--- config.mk ---
export PLATFORM = sky130hd
export DESIGN_NAME = mac_sequencer
export DESIGN_NICKNAME = d
export VERILOG_FILES = /design/src/rtl/mac_pkg.sv /design/src/rtl/mac_sequencer_seq_counter.sv /design/src/rtl/mac_sequencer.sv
export SDC_FILE = /design/constraint.sdc
export NUM_CORES = 1
export LEC_CHECK = 0
export BUFFER_PORTS_ARGS = -buffer_cell sky130_fd_sc_hd__buf_2
export CAP_MARGIN = 20
export CORE_MARGIN = 2
export CORE_UTILIZATION = 30
export DETAILED_ROUTE_END_ITERATION = 6
export MAX_ROUTING_LAYER = met4
export PLACE_DENSITY_LB_ADDON = 0.08
export SLEW_MARGIN = 20
export SYNTH_ARGS = -nofsm -noshare
export SYNTH_HDL_FRONTEND = slang
export SYNTH_SLANG_ARGS = --single-unit
--- constraint.sdc ---
create_clock -name clk -period 14.3 [get_ports clk]
set_clock_uncertainty 0.05 [all_clocks]
set_input_delay 2.86 -clock clk [delete_from_list [all_inputs] [get_ports clk]]
set_output_delay 2.86 -clock clk [all_outputs]
set_load 0.02 [all_outputs]
--- src/rtl/mac_pkg.sv ---
// Shared definitions for the mac job sequencer.
//   DOUBLE_W : width of an IEEE double operand
//   state_t  : 3-bit sequencer state, with one localparam constant per state
package mac_pkg;

    localparam int DOUBLE_W = 64;

    typedef logic [2:0] state_t;

    localparam state_t S_IDLE   = 3'd0;
    localparam state_t S_STREAM = 3'd1;
    localparam state_t S_DRAIN  = 3'd2;
    localparam state_t S_EOF    = 3'd3;
    localparam state_t S_WAIT   = 3'd4;
    localparam state_t S_DONE   = 3'd5;

endpackage

--- src/rtl/mac_sequencer_seq_counter.sv ---
// Loadable down-counter with enable and terminal count.
//   clk, rst  : clock, asynchronous active-high reset
//   load      : load load_val (takes priority over en)
//   load_val  : value to load
//   en        : decrement by one; the count stops at zero
//   tc        : high while the count is zero
module seq_counter #(
    parameter int W = 32
) (
    input  logic         clk,
    input  logic         rst,
    input  logic         load,
    input  logic [W-1:0] load_val,
    input  logic         en,
    output logic         tc
);

    logic [W-1:0] cnt;

    always_ff @(posedge clk or posedge rst) begin
        if (rst)
            cnt <= '0;
        else if (load)
            cnt <= load_val;
        else if (en && cnt != '0)
            cnt <= cnt - 1'b1;
    end

    assign tc = (cnt == '0);

endmodule

--- src/rtl/mac_sequencer.sv ---
// Job-level controller in front of one mac instance.
// A start command latches the nonzero and row counts. (row, v0, v1) tuples are
// then streamed into mac under mac's stall. After the pipeline has drained, eof
// is pulsed. Result pushes are then counted until every row is out, or until
// the job times out.
//   clk, rst                      : clock, asynchronous active-high reset
//   start, nnz_in, rows_in        : job command (sampled in IDLE only)
//   in_valid/in_ready, in_row/v0/v1 : tuple stream from the fetch path
//   mac_wr, mac_row, mac_v0/v1    : registered tuple write into mac
//   mac_eof                       : one-cycle end-of-input pulse to mac
//   mac_stall, mac_push_out       : mac back-pressure and result strobe
//   mac_stall_out, res_stall      : result back-pressure passed through to mac
//   busy, done, timeout           : job status
//   stall_count, out_count        : per-job statistics
module mac_sequencer
    import mac_pkg::*;
#(
    parameter int ROW_W     = 10,
    parameter int CNT_W     = 32,
    parameter int DRAIN_CYC = 1000,
    parameter int TIMEOUT   = 2**24
) (
    input  logic                clk,
    input  logic                rst,
    input  logic                start,
    input  logic [CNT_W-1:0]    nnz_in,
    input  logic [CNT_W-1:0]    rows_in,
    input  logic                in_valid,
    input  logic [ROW_W-1:0]    in_row,
    input  logic [DOUBLE_W-1:0] in_v0,
    input  logic [DOUBLE_W-1:0] in_v1,
    output logic                in_ready,
    output logic                mac_wr,
    output logic [ROW_W-1:0]    mac_row,
    output logic [DOUBLE_W-1:0] mac_v0,
    output logic [DOUBLE_W-1:0] mac_v1,
    output logic                mac_eof,
    input  logic                mac_stall,
    input  logic                mac_push_out,
    output logic                mac_stall_out,
    input  logic                res_stall,
    output logic                busy,
    output logic                done,
    output logic                timeout,
    output logic [CNT_W-1:0]    stall_count,
    output logic [CNT_W-1:0]    out_count
);

    state_t           state, state_nx;
    logic [CNT_W-1:0] nnz_q, rows_q, issued;
    logic             start_acc, accept, last_accept, rows_met;
    logic             drain_load, drain_tc, to_tc;

    assign start_acc   = start && (state == S_IDLE);
    assign in_ready    = (state == S_STREAM) && !mac_stall && (issued < nnz_q);
    assign accept      = in_valid && in_ready;
    assign last_accept = accept && ((issued + 1'b1) == nnz_q);
    // >= rather than == so that surplus pushes seen early still end the job
    assign rows_met    = (out_count >= rows_q);

    assign busy          = (state != S_IDLE) && (state != S_DONE);
    assign done          = (state == S_DONE);
    assign mac_eof       = (state == S_EOF);
    assign mac_stall_out = res_stall;

    // An empty job skips STREAM, so the drain count is loaded by start as well
    assign drain_load = (start_acc && nnz_in == '0) || last_accept;

    seq_counter #(.W(CNT_W)) u_drain (
        .clk      (clk),
        .rst      (rst),
        .load     (drain_load),
        .load_val (CNT_W'(DRAIN_CYC)),
        .en       ((state == S_DRAIN) && !mac_stall),
        .tc       (drain_tc)
    );

    // The count is loaded in EOF, so WAIT_OUT sees TIMEOUT+1 cycles before it expires
    seq_counter #(.W(CNT_W)) u_timeout (
        .clk      (clk),
        .rst      (rst),
        .load     (state == S_EOF),
        .load_val (CNT_W'(TIMEOUT)),
        .en       (state == S_WAIT),
        .tc       (to_tc)
    );

    always_comb begin
        state_nx = state;
        case (state)
            S_IDLE:   if (start) state_nx = (nnz_in == '0) ? S_DRAIN : S_STREAM;
            S_STREAM: if (last_accept) state_nx = S_DRAIN;
            // A stall holds the drain, including on its final count
            S_DRAIN:  if (drain_tc && !mac_stall) state_nx = S_EOF;
            S_EOF:    state_nx = S_WAIT;
            S_WAIT:   if (rows_met || to_tc) state_nx = S_DONE;
            S_DONE:   state_nx = S_IDLE;
            default:  state_nx = S_IDLE;
        endcase
    end

    always_ff @(posedge clk or posedge rst) begin
        if (rst) begin
            state       <= S_IDLE;
            nnz_q       <= '0;
            rows_q      <= '0;
            issued      <= '0;
            stall_count <= '0;
            out_count   <= '0;
            timeout     <= 1'b0;
        end else begin
            state <= state_nx;
            if (start_acc) begin
                nnz_q       <= nnz_in;
                rows_q      <= rows_in;
                issued      <= '0;
                stall_count <= '0;
                out_count   <= '0;
                timeout     <= 1'b0;
            end else begin
                if (accept)
                    issued <= issued + 1'b1;
                if (state == S_STREAM && in_valid && mac_stall && stall_count != '1)
                    stall_count <= stall_count + 1'b1;
                if (busy && mac_push_out)
                    out_count <= out_count + 1'b1;
                if (state == S_WAIT && !rows_met && to_tc)
                    timeout <= 1'b1;
            end
        end
    end

    // Tuple register into mac: one-cycle latency, and the data holds between writes
    always_ff @(posedge clk or posedge rst) begin
        if (rst) begin
            mac_wr  <= 1'b0;
            mac_row <= '0;
            mac_v0  <= '0;
            mac_v1  <= '0;
        end else begin
            mac_wr <= accept;
            if (accept) begin
                mac_row <= in_row;
                mac_v0  <= in_v0;
                mac_v1  <= in_v1;
            end
        end
    end

endmodule
==> impl_results.md, run 1 <==
- Status: complete, no violations
- Placed wire-length estimate after detailed placement: 39500 um
- Post-synthesis sequential element count: 367
- Summed instance area of the synthesized netlist: 18100 sq um
- CTS Buf Count: 46
- Max Slew Vio Count: 0
- CTS Root Buffer Type: clkbuf_16
- Most frequent cell on the critical path: buf_2
- Data required time at the worst endpoint: 11.39 ns
- Worst path slowest cell: o211a_1
- Total instance count after detailed placement: 3163
- Worst hold path class: flop to flop
- RD Place Congestion: 0.862
- Initial antenna violation count: 4
- Worst slew pin tran: 1.06 ns
- Count of non-filler cells in the finished layout: 3246
- Pin count of the biggest net entering global routing: 107
- Synth Warn #: 0
- Post-detailed-placement cell area: 20900 sq um
- Area Growth Syn to Fin: 23.7%
- Largest delay share family, worst path: compound AO/OA/AOI/OAI gates
- I/O pin cnt: 418
- # rows: 90
- Pre-CTS setup slack: 7.36 ns
- Final WL: 56100 um
- Number of synthesized flops with an enable pin: 0
- Number of hold buffers added after cts: 0
- Share of layout cells above drive strength 1: 20.8%
- First-pass GRT wire length: 88600 um
- Start point of the worst hold path: mac_v1[35]
- Vertical die dimension: 250 um
- Htree depth: 2
- Sequential area share after synthesis: 50.8%
- Leakage power summed over all cells: 11.5 nW
- Reported max-cap violation count: 0
- Post-route setup slack: 7.29 ns
- Post-route setup TNS: 0 ns
- Endpoint class of the critical path: primary output
- Count of endpoints failing setup in the final report: 0
- Number of global-route vias before repair: 15400
- Cell type contributing the most total cell area after synthesis: dfrtp_1
- Post-detailed-route count of antenna-violating nets: 0
- Total Nets Final: 2708
- Fillcell total: 6205
- Die area: 62300 sq um
- R2r setup slk: 9.45 ns
- Launching element of the worst setup path: mac_stall
- Iteration-0 DRC count of the detailed router: 763
- DRC viols: 0
- Period Utilization, post-route: 49.0%
- Gr usage total: 18.4%
- Power, Total: 3.11 mW
- Worst supply voltage drop on vdd: 0.0745 mV
- Total iterations of the first detailed-routing run: 5
- Final non-filler cell area: 22400 sq um
- Post-CTS setup buffer count: 0
- Post-layout min period: 7.01 ns
- Total power density per cell area: 139 nW/um^2
- Final hold viol count: 0
- Commonest non-fill, non-tap cell in the layout: nand2_1
- Setup repair after global routing missed its margin: false
- Proportion of register bits with asynchronous set or reset after synthesis: 100%
- Number of vias in the routed layout: 15400
- Maximum net fanout on the critical path: 4
- Largest stage delay on the critical path: 0.32 ns
- Kind of start point of the critical path: primary input
- Cells resized by post-CTS repair: 0
- Mean post-synth cell area: 8.86 sq um
- Clock slew at the register clock pins of the worst setup and hold paths: 0.06 ns
- Worst-skew pair later-pin latency: 0.58 ns
- CTS tree: yes
- Synth Net Count: 2319
- CP arrival: 4.10 ns
- Top cell type's share of synthesized area: 50.8%
- Initial Util: 30.1%
- Cells traversed along the worst timing path: buf_2, nor2_1, nand2_1, a221oi_1, o211a_1, and2_1, buf_2
- Area of the core: 60000 sq um
- Clock tree buffer depth: 3
- Post-Syn Instances: 2041
- Crit Path Category: primary input to primary output
- WP buf/inv: 2
- Number of I/O port buffers: 415
- DIE WIDTH: 250 um
- Via/cell ratio: 4.75
- Top area cells in the synthesized netlist: dfrtp_1, nand2_1, ha_1
- Most used DFF post-synth: dfrtp_1
- Yosys cell types: 59
- Most frequent cells in the layout: nand2_1, buf_2, dfrtp_1
- Worst R2R Start: issued[29]
- Maximum frequency from static timing analysis: 143 MHz
- TritonCTS sink count: 367
- Grt total ovfl: 0
- Per-cell routed wire length: 17.3 um
- Worst rel slew slack: 29.4%
==> layout make-up <==
| class | count | area, sq um | area share [%] |
|---|---|---|---|
| inverter | 85 | 329 | 1.47 |
| antenna | 4 | 10.0 | 0.0447 |
| sequential | 367 | 9180 | 41.0 |
| timing repair buffer | 428 | 2170 | 9.71 |
| tap | 782 | 978 | 4.37 |
| clock buffer | 66 | 1340 | 5.98 |
| multi-input combinational | 1502 | 8250 | 36.9 |
| clock inverter | 12 | 116 | 0.520 |
==> tightest hold or removal path: stages, from the launching register on <==
cell and delay (ns):
dfrtp_1 0.34, nand2_1 0.05, nand2_1 0.05
==> metrics by stage <==
stage	util, %	hold WS (ns)
final	37.3	0.418
after global routing	37.3	0.438
after CTS	37.3	0.422
after detailed placement	34.8	0.407
after global placement	34.8	0.403
after floorplan	-	0.400
==> cell usage after synthesis, types with 8 or more instances <==
cell type and instances:
a21o_1 14, a21oi_1 51, a31oi_1 8, and2_1 9, and3_1 13, and4_1 10
clkbuf_1 74, dfrtp_1 367, ha_1 69, inv_1 83, nand2_1 572, nand3_1 60
nand4_1 46, nor2_1 163, nor3_1 40, nor4_1 40, o21ai_0 133, o31ai_1 13
or3_1 25, or4_1 14, xnor2_1 90, xor2_1 60
==> registers in the layout (all words and copies together) (netlist names), 32 cells and up <==
signal	flops
mac_v0	64
mac_v1	64
issued	32
nnz_q	32
out_count	32
rows_q	32
stall_count	32
u_drain.cnt	32
u_timeout.cnt	32
==> worst paths after layout <==
path	end	cells past startpoint
worst min register to register	mac_v1[35]	2
worst max-delay path	in_ready	7
worst max register to register	issued[29]	12
worst min-delay path	mac_v1[35]	2
max in group asynchronous	mac_v0[12]	3
min in group asynchronous	mac_v0[38]	2
==> where the power goes <==
part | internal, mW | switching, mW
Sequential | 1.19 | 0.102
Clock | 0.681 | 0.465
Combinational | 0.242 | 0.426
Total | 2.11 | 0.993
==> logic make-up (layout without fill, tap and decap cells) <==
family                   after synthesis  in the layout  synth area share (%)
other                                  0              4                     0
AND/OR/NAND/NOR                     1025           1025                  25.0
AO/OA/AOI/OAI                        252            252                  8.11
multiplexers                           6              6                 0.332
adder cells (fa/ha/maj)               69             69                  4.77
buffers and inverters                172            591                  3.72
flip-flops                           367            367                  50.8
XOR/XNOR                             150            150                  7.26
==> metal layers <==
layer  wire length, um  track usage, %  vias up
met5                 0               -        -
met4              1010            4.42        0
met1             24700            23.4     7443
li1                  -               -     7604
met3              2580            3.88       79
met2             27800            30.0      298
Power figures use the tool's default switching activity.
==> run 2: changes to the inputs <==
==> constraint.sdc (replaced) <==
create_clock -name clk -period 6.15 [get_ports clk]
set_clock_uncertainty 0.05 [all_clocks]
set_input_delay 1.23 -clock clk [delete_from_list [all_inputs] [get_ports clk]]
set_output_delay 1.23 -clock clk [all_outputs]
set_load 0.02 [all_outputs]
==> run 2 against run 1 <==
  * Register-to-register slack worse by 7.6 ns
  * Count of clock-buffer cells in the layout rose by 6
  * Non-clock buffer count decreased by 1
  * Sequential power increased by 130%
  * Combinational power is 130% higher
  * Sequential cell count stayed put
  * Final area increased by 0.52%
  * Cell count is 0.28% higher
  * Clock power grew 140%
  * Utilization is 0.19 points higher
  * Worst hold slack got worse by 0.0024 ns
  * Critical path type is now flop to primary output
==> impl_results.md, run 2 (synthesis gave the netlist of run 1 again) <==
- Clock slew at the register clock pins of the worst setup and hold paths: 0.06 ns
- WHS Path Cells: 2
- Commonest non-fill, non-tap cell in the layout: nand2_1
- Fillcell total: 6150
- Vertical die dimension: 250 um
- RD Place Congestion: 0.858
- Area occupied by multi-input gates: 8250 sq um
- Start point of the worst hold path: mac_v0[12]
- Number of I/O port buffers: 415
- TritonCTS sink count: 367
- Worst hold path class: flop to flop
- Worst supply voltage drop on vdd: 0.221 mV
- Pin count of the biggest net entering global routing: 149
- # rows: 90
- Gr usage total: 18.4%
- Initial antenna violation count: 10
- Number of vias in the routed layout: 15400
- Count of non-filler cells in the finished layout: 3255
- Period Utilization, post-route: 73.9%
- Worst R2R Start: issued[1]
- Leakage power summed over all cells: 11.5 nW
- Share of layout cells above drive strength 1: 20.7%
- I/O pin cnt: 418
- DIE WIDTH: 250 um
- Most frequent cells in the layout: nand2_1, buf_2, dfrtp_1
- Registers with the highest flip-flop counts: mac_v0: 64 flops, mac_v1: 64 flops
- Setup repair after global routing missed its margin: false
- Die area: 62300 sq um
- Data required time at the worst endpoint: 4.87 ns
- Seq. cell area: 9180 sq um
- Power, Total: 7.33 mW
- Final WL: 56000 um
- Hold EP: mac_v0[12]
- Worst-skew pair later-pin latency: 0.58 ns
- Clock tree buffer depth: 3
- Htree depth: 2
- Placed wire-length estimate after detailed placement: 39900 um
- RR Endpoint: u_drain.cnt[24]
- Endpoint class of the critical path: primary output
- Worst rel slew slack: 35.4%
- R2R cell count: 9
- Worst slew pin tran: 0.962 ns
- Final non-filler cell area: 22500 sq um
- Via/cell ratio: 4.72
- CTS tree: yes
- Area Growth Syn to Fin: 24.3%
- Kind of start point of the critical path: flop
- Maximum net fanout on the critical path: 8
- Crit Path Category: flop to primary output
- Total iterations of the first detailed-routing run: 5
- Initial Util: 30.1%
- Reported max-cap violation count: 0
- Total instance count after detailed placement: 3163
- Grt total ovfl: 0
- Number of hold buffers added after cts: 0
- Post-detailed-route count of antenna-violating nets: 0
- Per-cell routed wire length: 17.2 um
- Maximum frequency from static timing analysis: 220 MHz
- Iteration-0 DRC count of the detailed router: 778
- Post-layout min period: 4.55 ns
- Number of global-route vias before repair: 15500
- CP arrival: 3.27 ns
- Cells resized by post-CTS repair: 0
- CTS Root Buffer Type: clkbuf_16
- Post-CTS setup buffer count: 0
- CTS Buf Count: 47
- Count of endpoints failing setup in the final report: 0
- Status: complete, no violations
- Total power density per cell area: 326 nW/um^2
- Post-detailed-placement cell area: 20900 sq um
- Fin util: 37.5%
- DRC viols: 0
- R2r setup slk: 1.86 ns
- Max Slew Vio Count: 0
- Total Nets Final: 2708
- First-pass GRT wire length: 88700 um
- Area of the core: 60000 sq um
- Final hold viol count: 0
run 2: final cells by class:
| cell class | instances | area share [%] |
|---|---|---|
| sequential | 367 | 40.8 |
| multi-input combinational | 1502 | 36.7 |
| timing repair buffer | 427 | 9.80 |
| clock buffer | 72 | 6.14 |
| tap | 782 | 4.35 |
| inverter | 85 | 1.45 |
| clock inverter | 11 | 0.656 |
| antenna | 9 | 0.100 |
run 2: report_power, final:
part	switching, mW	total (mW)	internal, mW
clock	1.10	2.76	1.67
sequential	0.240	3.01	2.77
combinational	0.990	1.55	0.564
total	2.33	7.33	5.00
run 2: worst max-delay path by stage:
| stage | startpoint | depth (start not counted) | end | slack [ns] |
|---|---|---|---|---|
| after CTS | issued[29] | 7 | in_ready | 1.56 |
| final | issued[29] | 7 | in_ready | 1.60 |
| after global routing | issued[29] | 7 | in_ready | 1.47 |
| after detailed placement | issued[1] | 9 | u_drain.cnt[18] | 1.82 |
| after global placement | issued[1] | 9 | u_drain.cnt[16] | 2.01 |
| after floorplan | rst | 1 | issued[0] | -0.05 |
run 2: worst max-delay path, cell delays in order, from the launching register on:
cell and delay [ns]:
dfrtp_1 0.51, ha_1 0.36, nand4_1 0.20, nor4_1 0.70
o211ai_1 0.21, a31o_2 0.32, and2_1 0.23, buf_2 0.18
run 2: per-stage QoR:
| stage | setup TNS, ns | setup slack (ns) | hold WS [ns] |
|---|---|---|---|
| finish | 0 | 1.60 | 0.415 |
| global route | 0 | 1.47 | 0.436 |
| CTS | 0 | 1.56 | 0.421 |
| detailed placement | 0 | 1.82 | 0.406 |
| global placement | 0 | 2.01 | 0.403 |
| floorplan | -19.89 | -0.0542 | 0.400 |
run 2: routing by layer:
layer  global-route usage, %  routed length, um  vias to the layer above
met5                       -                  0                        -
met4                    6.01               1450                        0
met3                    3.77               2690                       78
met2                    29.9              27400                      312
met1                    22.9              24500                     7378
li1                        -                  -                     7611
==> run 3: changes to the inputs <==
==> constraint.sdc (replaced) <==
create_clock -name clk -period 4 [get_ports clk]
set_clock_uncertainty 0.05 [all_clocks]
set_input_delay 0.8 -clock clk [delete_from_list [all_inputs] [get_ports clk]]
set_output_delay 0.8 -clock clk [all_outputs]
set_load 0.02 [all_outputs]
==> run 3 against run 2 <==
  * Sequential share of layout area is 0.65 points lower
  * Sequential cell count stayed put
  * Critical path depth is 2 higher
  * Count of clock-buffer cells in the layout is 1 lower
  * Non-clock buffer count is 31 higher
  * Clock power is 57% higher
  * Routed wire length is 0.68% higher
  * Sequential power is 53% higher
==> impl_results.md, run 3 (synthesis gave the netlist of run 1 again) <==
- Status: complete, no violations
- # rows: 90
- Setup repair after global routing missed its margin: false
- Worst supply voltage drop on vdd: 0.268 mV
- GR met3 Demand/Resource: 3.91%
- Number of global-route vias before repair: 15600
- Via/cell ratio: 4.74
- Grt total ovfl: 0
- Data required time at the worst endpoint: 4.37 ns
- DIE WIDTH: 250 um
- CP arrival: 4.08 ns
- Iteration-0 DRC count of the detailed router: 841
- Number of vias in the routed layout: 15600
- Period Utilization, post-route: 92.7%
- Commonest non-fill, non-tap cell in the layout: nand2_1
- Crit Path Category: flop to flop
- Die area: 62300 sq um
- Switching Fraction: 31.4%
- Final hold viol count: 0
- Internal power component: 7.81 mW
- R2R cell count: 9
- RD Place Congestion: 0.874
- Fin util: 38.1%
- Number of hold buffers added after cts: 0
- Share of power burned in combinational logic: 21.5%
- Endpoint class of the critical path: flop
- Leakage power summed over all cells: 11.7 nW
- Worst hold path class: primary input to async pin
- RR Endpoint: u_drain.cnt[22]
- Global-route layer with the greatest usage: met2
- Most frequent cells in the layout: nand2_1, buf_2, dfrtp_1
- Routing usage on met1: 22.7%
- Worst-skew pair later-pin latency: 0.58 ns
- Worst R2R Start: issued[1]
- CTS tree: yes
- Clock Power Share: 37.9%
- Final WL: 56300 um
- First-pass GRT wire length: 89300 um
- Htree depth: 2
- WP buf/inv: 0
- Sequential share of power: 40.6%
- Reported max-cap violation count: 0
- Share of layout cells above drive strength 1: 22.0%
- Total power density per cell area: 498 nW/um^2
- I/O pin cnt: 418
- Area of the core: 60000 sq um
- Final-layout worst hold slack: 0.298 ns
- Registers with the highest flip-flop counts: mac_v0: 64 flops, mac_v1: 64 flops
- Maximum frequency from static timing analysis: 270 MHz
- Worst rel slew slack: 45.5%
- Clock slew at the register clock pins of the worst setup and hold paths: 0.06 ns
- R2r setup slk: 0.29 ns
- CTS Buf Count: 47
- Per-cell routed wire length: 17.1 um
- Placed wire-length estimate after detailed placement: 40900 um
- Largest stage delay on the critical path: 0.61 ns
- Fillcell total: 6207
- Post-CTS setup buffer count: 0
- Total Nets Final: 2739
- Clock tree buffer depth: 3
- Initial Util: 30.1%
- Largest delay share family, worst path: simple AND/OR/NAND/NOR gates
- Gr usage total: 18.6%
- GR Layer Usage met2: 30.9%
- Post-detailed-route count of antenna-violating nets: 0
- Pin count of the biggest net entering global routing: 145
- CTS Root Buffer Type: clkbuf_16
- Maximum net fanout on the critical path: 26
- Count of endpoints failing setup in the final report: 0
- Worst slew pin tran: 0.813 ns
- Max Slew Vio Count: 0
- Number of I/O port buffers: 415
- Area Growth Syn to Fin: 26.3%
- DRC viols: 0
- TritonCTS sink count: 367
- Initial antenna violation count: 10
- Kind of start point of the critical path: flop
- Cells traversed along the worst timing path: ha_1, nand3_1, or3_1, or4_1, xnor2_1, a2111oi_0, and4bb_1, a41o_2, nor2_1
- Vertical die dimension: 250 um
- Power dissipated by switching net loads: 3.57 mW
- Total iterations of the first detailed-routing run: 5
- Post-layout min period: 3.71 ns
- Worst path slowest cell: or4_1
-- run 3: power groups by stage --
stage / logic (mW) / clock network, mW / registers (mW)
floorplan: 1.22 / 0 / 4.96
global placement: 2.46 / 0 / 4.66
detailed placement: 2.48 / 0 / 4.67
CTS: 2.49 / 4.49 / 4.62
global route: 2.75 / 4.63 / 4.69
finish: 2.45 / 4.32 / 4.62
-- run 3: routing by layer --
metal	wire length, um	up-vias
met1	24500	7495
met5	0	-
met3	2740	82
met2	27700	288
met4	1410	0
li1	-	7690
-- run 3: timing repair --
action | in CTS | in global routing
resized for setup | 1 | 0
hold endpoints to repair | 0 | 0
setup endpoints to repair | 26 | 0
-- run 3: worst reg2reg max path, cell delays in order (launching register included) --
cell and delay [ns]:
dfrtp_1 0.42, ha_1 0.21, nand3_1 0.11, or3_1 0.53, or4_1 0.61, xnor2_1 0.16
a2111oi_0 0.48, and4bb_1 0.35, a41o_2 0.54, nor2_1 0.12
-- run 3: worst max path at each step --
stage | start | end | slack, ns | cells after the start
floorplan | rst | issued[0] | -1.77 | 1
global placement | issued[0] | u_drain.cnt[15] | 0.05 | 9
detailed placement | issued[1] | u_drain.cnt[22] | -0.1 | 9
CTS | issued[1] | u_drain.cnt[18] | 0.25 | 9
global route | issued[0] | u_drain.cnt[18] | 0.06 | 9
finish | issued[1] | u_drain.cnt[22] | 0.29 | 9
-- run 3: area by class of cell --
cell class,count,area [sq um],share of cell area [%]
inverters,85,325,1.42
clock buffers,71,1440,6.29
multi-input cells,1502,8250,36.1
flip-flops and latches,367,9180,40.2
diodes,9,22.5,0.0985
well taps,782,978,4.28
clock inverters,11,145,0.635
repair buffers,458,2510,11.0
-- run 3: metrics by stage --
step	total power [mW]	setup TNS, ns	instances	setup slack, ns	area [sq um]
6_report	11.4	0	3285	0.291	22900
5_1_grt	12.1	0	3285	0.0599	22900
3_3_place_gp	7.12	0	3194	0.0536	21300
3_5_place_dp	7.15	-1.83	3194	-0.0967	21300
2_1_floorplan	6.19	-651.13	2041	-1.77	18100
4_1_cts	11.6	0	3276	0.250	22800
